### config.mk
export PLATFORM = sky130hd
export DESIGN_NAME = sc_fifo_wm_flat
export DESIGN_NICKNAME = d
export VERILOG_FILES = /design/src/rtl/sc_fifo_wm_if.sv /design/src/rtl/sc_fifo_wm.sv /design/src/flat_wrapper.sv
export SDC_FILE = /design/constraint.sdc
export NUM_CORES = 2
export LEC_CHECK = 0
export CORE_ASPECT_RATIO = 1.1
export CORE_MARGIN = 3
export CORE_UTILIZATION = 30
export CTS_CLUSTER_DIAMETER = 150
export DETAILED_ROUTE_END_ITERATION = 12
export PLACE_DENSITY = 0.43
export SETUP_SLACK_MARGIN = 0.5
export SLEW_MARGIN = 25
export SYNTH_ARGS = -nofsm -noshare
export SYNTH_HDL_FRONTEND = slang
export SYNTH_SLANG_ARGS = --single-unit
### constraint.sdc
create_clock -name clk -period 6.15 [get_ports clk]
set_clock_uncertainty 0.15 [all_clocks]
set_input_delay 0.615 -clock clk [delete_from_list [all_inputs] [get_ports clk]]
set_output_delay 0.615 -clock clk [all_outputs]
set_load 0.03 [all_outputs]
### src/rtl/sc_fifo_wm_if.sv
// Write/read handshake and status bundle of the sc_fifo_wm capture FIFO.
// master = producer/consumer side, slave = the FIFO itself.
interface sc_fifo_wm_if #(
    parameter int DW = 64
);
    logic [DW-1:0] din;
    logic          wr;
    logic          full;
    logic          almost_full;
    logic          rd;
    logic [DW-1:0] dout;
    logic          empty;
    logic          almost_empty;

    modport master (
        output din, wr, rd,
        input  dout, full, almost_full, empty, almost_empty
    );

    modport slave (
        input  din, wr, rd,
        output dout, full, almost_full, empty, almost_empty
    );
endinterface

### src/rtl/sc_fifo_wm.sv
// Single-clock FIFO using the full 2**AW depth, standard or FWFT read mode,
// almost thresholds, sticky overflow/underflow and a peak-occupancy watermark.
module sc_fifo_wm #(
    parameter int AW       = 5,
    parameter int DW       = 64,
    parameter int AF_LEVEL = 22,
    parameter int AE_LEVEL = 4,
    parameter int FWFT     = 0
) (
    input  logic          clk,
    input  logic          rst_n,
    input  logic          flush,
    input  logic          wm_clr,
    sc_fifo_wm_if.slave   bus,
    output logic [AW:0]   fifo_cntr,
    output logic [AW:0]   max_cntr,
    output logic          overflow,
    output logic          underflow
);
    localparam int          DEPTH   = 1 << AW;
    localparam logic [AW:0] DEPTH_C = (AW+1)'(DEPTH);
    localparam logic [AW:0] AF_C    = (AW+1)'(AF_LEVEL);
    localparam logic [AW:0] AE_C    = (AW+1)'(AE_LEVEL);

    // Handshake: a write is taken when wr=1 and either there is room or a pop
    // happens in the same cycle; a read is taken when rd=1 and empty=0.
    logic [DW-1:0] mem [DEPTH];
    logic [AW-1:0] wr_ptr;
    logic [AW-1:0] rd_ptr;
    logic          empty_i;
    logic          full_i;
    logic          valid_rd;
    logic          valid_wr;
    logic [AW:0]   cntr_next;

    assign empty_i          = (fifo_cntr == '0);
    assign full_i           = (fifo_cntr == DEPTH_C);
    assign bus.empty        = empty_i;
    assign bus.full         = full_i;
    assign bus.almost_full  = (fifo_cntr >= AF_C);
    assign bus.almost_empty = (fifo_cntr <= AE_C);

    always_comb begin
        valid_rd  = bus.rd & ~empty_i;
        valid_wr  = bus.wr & (~full_i | valid_rd);
        cntr_next = fifo_cntr;
        if (valid_wr & ~valid_rd)
            cntr_next = fifo_cntr + (AW+1)'(1);
        else if (valid_rd & ~valid_wr)
            cntr_next = fifo_cntr - (AW+1)'(1);
    end

    always_ff @(posedge clk) begin
        if (valid_wr & ~flush)
            mem[wr_ptr] <= bus.din;
    end

    always_ff @(posedge clk or negedge rst_n) begin
        if (!rst_n) begin
            wr_ptr    <= '0;
            rd_ptr    <= '0;
            fifo_cntr <= '0;
            max_cntr  <= '0;
            overflow  <= 1'b0;
            underflow <= 1'b0;
        end else if (flush) begin
            wr_ptr    <= '0;
            rd_ptr    <= '0;
            fifo_cntr <= '0;
            max_cntr  <= '0;
            overflow  <= 1'b0;
            underflow <= 1'b0;
        end else begin
            if (valid_wr)
                wr_ptr <= wr_ptr + AW'(1);
            if (valid_rd)
                rd_ptr <= rd_ptr + AW'(1);
            fifo_cntr <= cntr_next;
            // An explicit watermark clear takes precedence over peak tracking.
            if (wm_clr)
                max_cntr <= fifo_cntr;
            else if (cntr_next > max_cntr)
                max_cntr <= cntr_next;
            if (bus.wr & ~valid_wr)
                overflow <= 1'b1;
            if (bus.rd & empty_i)
                underflow <= 1'b1;
        end
    end

    generate
        if (FWFT != 0) begin : g_fwft
            assign bus.dout = mem[rd_ptr];
        end else begin : g_std
            logic [DW-1:0] dout_q;
            always_ff @(posedge clk or negedge rst_n) begin
                if (!rst_n)
                    dout_q <= '0;
                else if (valid_rd & ~flush)
                    dout_q <= mem[rd_ptr];
            end
            assign bus.dout = dout_q;
        end
    endgenerate
endmodule

### src/flat_wrapper.sv
// flat-port wrapper written by rule: the top's interface ports become plain ports
module sc_fifo_wm_flat 
#(
    parameter int AW       = 5,
    parameter int DW       = 64,
    parameter int AF_LEVEL = 22,
    parameter int AE_LEVEL = 4,
    parameter int FWFT     = 0
)
  (clk, rst_n, flush, wm_clr, fifo_cntr, max_cntr, overflow, underflow, bus_din, bus_wr, bus_rd, bus_dout, bus_full, bus_almost_full, bus_empty, bus_almost_empty);
  sc_fifo_wm_if #(.DW(DW)) bus_i ();
  input  logic clk;
  input  logic rst_n;
  input  logic flush;
  input  logic wm_clr;
  output logic [AW:0] fifo_cntr;
  output logic [AW:0] max_cntr;
  output logic overflow;
  output logic underflow;
  input wire logic [$bits(bus_i.din)-1:0] bus_din;
  input wire logic [$bits(bus_i.wr)-1:0] bus_wr;
  input wire logic [$bits(bus_i.rd)-1:0] bus_rd;
  output wire logic [$bits(bus_i.dout)-1:0] bus_dout;
  output wire logic [$bits(bus_i.full)-1:0] bus_full;
  output wire logic [$bits(bus_i.almost_full)-1:0] bus_almost_full;
  output wire logic [$bits(bus_i.empty)-1:0] bus_empty;
  output wire logic [$bits(bus_i.almost_empty)-1:0] bus_almost_empty;
  assign bus_i.din = bus_din;
  assign bus_i.wr = bus_wr;
  assign bus_i.rd = bus_rd;
  assign bus_dout = bus_i.dout;
  assign bus_full = bus_i.full;
  assign bus_almost_full = bus_i.almost_full;
  assign bus_empty = bus_i.empty;
  assign bus_almost_empty = bus_i.almost_empty;
  sc_fifo_wm #(.AW(AW), .DW(DW), .AF_LEVEL(AF_LEVEL), .AE_LEVEL(AE_LEVEL), .FWFT(FWFT)) u_core (.clk(clk), .rst_n(rst_n), .flush(flush), .wm_clr(wm_clr), .bus(bus_i), .fifo_cntr(fifo_cntr), .max_cntr(max_cntr), .overflow(overflow), .underflow(underflow));
endmodule
==> results.yml <==
floorplan:
  rows: 199
  core-area_sq_um: 269000
  boundaryPins: 152
  initial_core_util: 0.303
  die-area_sq_um: 278000
  die-width_um: 503
  die_h_um: 552
pwr:
  ir_drop_v: 0.000270
  power_leakage_nw: 29.0
  p_per_area_nw_per_um2: 390
critical_path:
  cp_slowest_cell: "nor2_4"
  crit_fanout: 19
  cp_data_required_time_ns: 6.50
  startpoint_type: "register"
  worstSetupPathType: "reg2reg"
  slowest_delay_ns: 0.79
  crit_buf_inv: 2
  cp-end-kind: "register"
  worstPathArrival_ns: 4.78
  crit_family: "simple AND/OR/NAND/NOR gates"
  cp_cell_sequence: "inv_1, ha_1, or4b_1, o31a_1, nor2b_1, nand2_1, nor2_4, buf_4"
clocking:
  clkTransAtPathRegs_ns: 0.06
  cts_setup_buffers: 0
  cts_buffer_depth: 4
  cts_tree: "built"
  cts.sinks: 2136
  clk_latency_ns: 0.87
  cts_made_buffers: 230
  htreeDepth: 4
  root_buffer: "clkbuf_16"
layout:
  drive_above_1_share: 0.274
  fillCellCount: 24679
  final_common_cell: "edfxtp_1"
  syn_to_final_growth_pct: 16.9
  layout_common_cells: "edfxtp_1, mux4_2, clkbuf_16"
  final_nets: 4048
grt:
  overflow: 0
  grt_pass1_wl_mm: 329
  grt_pass1_vias: 40513
  grt_max_degree: 90
  antenna_found_initial: 13
  track_usage: 0.167
flow_run:
  maxCapViolCount: 0
place:
  port_buffers: 151
  preCtsSetupSlack_ns: 1.46
  place.gp.congestion: 0.745
  dp_hpwl_mm: 133
detailed_routing:
  antenna_left: 0
  vias_per_cell: 5.00
  wl_per_cell_um: 30.7
  drt_drc_violations_left: 0
  drtIter0Drc: 3162
  via_count: 38342
  first_pass_iters: 5
  drt_wl_total_mm: 235
synthesis:
  synth_area_sq_um: 81400
  ys_ff_latch: 2136
  syn_avg_cell_area_sq_um: 22.4
  yosysWarnings: 0
  synth_edf_count: 2048
  ys.flop_type: "edfxtp_1"
  async_flop_share: 0.0412
  ys_types: 58
  syn-num-nets: 3714
  ys_seq_area_frac: 0.783
  syn_inst: 3630
run_status:
  outcome: "completed"
timing:
  setup_viol: 0
  period_needed_ns: 4.43
  slew_headroom: 0.306
  period_share: 0.720
  rsz0062_at_grt: "no"
  finalMaxSlewViolations: 0
  final.setup.tns_ns: 0
  hold_viol: 0
  setup_ws_ns: 1.72
  worstMarginPinSlew_ns: 1.04
  fmax_mhz: 226
hold_path:
  hold_class: "in2reg"
## stage by stage
step | utilization | total power, mW | cell area [sq um] | cells | hold WS [ns]
finish | 0.354 | 37.1 | 95100 | 7668 | 0.117
global route | 0.354 | 38.6 | 95100 | 7668 | 0.0976
CTS | 0.354 | 37.7 | 95200 | 7666 | 0.0858
detailed placement | 0.328 | 24.3 | 88000 | 7246 | 0.328
global placement | 0.328 | 24.4 | 88100 | 7245 | 0.328
floorplan | - | 21.7 | 81400 | 3630 | 0.169
## layer usage
metal / vias up / global-route usage / part of all wire
li1: 16063 / - / -
met1: 20950 / 0.229 / 0.44
met2: 1020 / 0.274 / 0.49
met5: - / 0 / 0.00013
met3: 301 / 0.0302 / 0.049
met4: 8 / 0.0472 / 0.027
## final timing paths
kind	startpoint	end	slack, ns	depth (start not counted)
worst max-delay path	u_core.fifo_cntr[1]	u_core.mem[13][42]	1.72	8
worst max register to register	u_core.fifo_cntr[1]	u_core.mem[13][42]	1.72	8
min in group asynchronous	rst_n	u_core.bus.dout[32]	0.59	3
max in group asynchronous	rst_n	u_core.rd_ptr[2]	3.97	4
worst min register to register	u_core.bus.dout[24]	u_core.bus.dout[24]	0.33	2
worst min-delay path	bus_din[28]	u_core.mem[11][28]	0.12	1
## kinds of logic (layout without fill, tap and decap cells)
logic type | count (synthesis) | in the layout | share of synthesized area
AO/OA/AOI/OAI | 338 | 338 | 0.0276
XOR/XNOR | 10 | 10 | 0.00108
adder cells (fa/ha/maj) | 15 | 15 | 0.00228
buffers and inverters | 220 | 739 | 0.0124
flip-flops | 2136 | 2136 | 0.783
multiplexers | 705 | 705 | 0.162
other | 0 | 2 | 0
AND/OR/NAND/NOR | 206 | 206 | 0.0121
## registers in the layout, summed over array words and instances (netlist names)
name,flops
u_core.bus.dout,64
u_core.fifo_cntr,6
u_core.max_cntr,6
u_core.mem,2048
u_core.overflow,1
u_core.rd_ptr,5
u_core.underflow,1
u_core.wr_ptr,5
## repair_timing
item                                   in CTS  in global routing
resized for setup                           0                  0
setup endpoints to repair                   0                  0
hold buffers                                3                  0
endpoints found under the hold margin      49                  0
## power by group
part           total [mW]  internal (mW)  switching (mW)
Sequential           16.7           16.2           0.442
Clock                13.2           7.64            5.61
Combinational        7.14           3.28            3.86
## layout make-up
cell class / instances / area (sq um) / area share
Sequential cell: 2136 / 63700 / 0.670
Inverter: 16 / 60.1 / 0.000631
Clock buffer: 310 / 6270 / 0.0659
Tap cell: 3517 / 4400 / 0.0462
Clock inverter: 107 / 843 / 0.00886
Antenna cell: 2 / 5.00 / 0.0000526
Timing Repair Buffer: 306 / 2880 / 0.0302
Multi-Input combinational cell: 1274 / 17000 / 0.178
## cells in the mapped netlist, types with 5 or more instances
cell / number / area, sq um
nand3_1: 8 / 40.0
a21oi_1: 31 / 155
or3_1: 5 / 31.3
o22ai_1: 140 / 876
mux2i_1: 111 / 1110
nor2_1: 59 / 221
mux2_2: 116 / 1310
buf_2: 66 / 330
inv_1: 16 / 60.1
o21ai_0: 53 / 265
a211o_1: 41 / 359
o41ai_1: 17 / 149
or4_1: 6 / 45.0
edfxtp_1: 2048 / 61500
nor2b_1: 9 / 56.3
nand2_1: 79 / 297
buf_1: 11 / 41.3
or2_2: 6 / 37.5
nand3b_1: 7 / 52.6
ha_1: 14 / 175
a22oi_1: 34 / 255
clkbuf_1: 103 / 387
dfrtp_1: 88 / 2200
xor2_1: 7 / 61.3
nand2b_1: 5 / 31.3
buf_4: 22 / 165
mux4_2: 478 / 10800
Power figures use the tool's default switching activity.
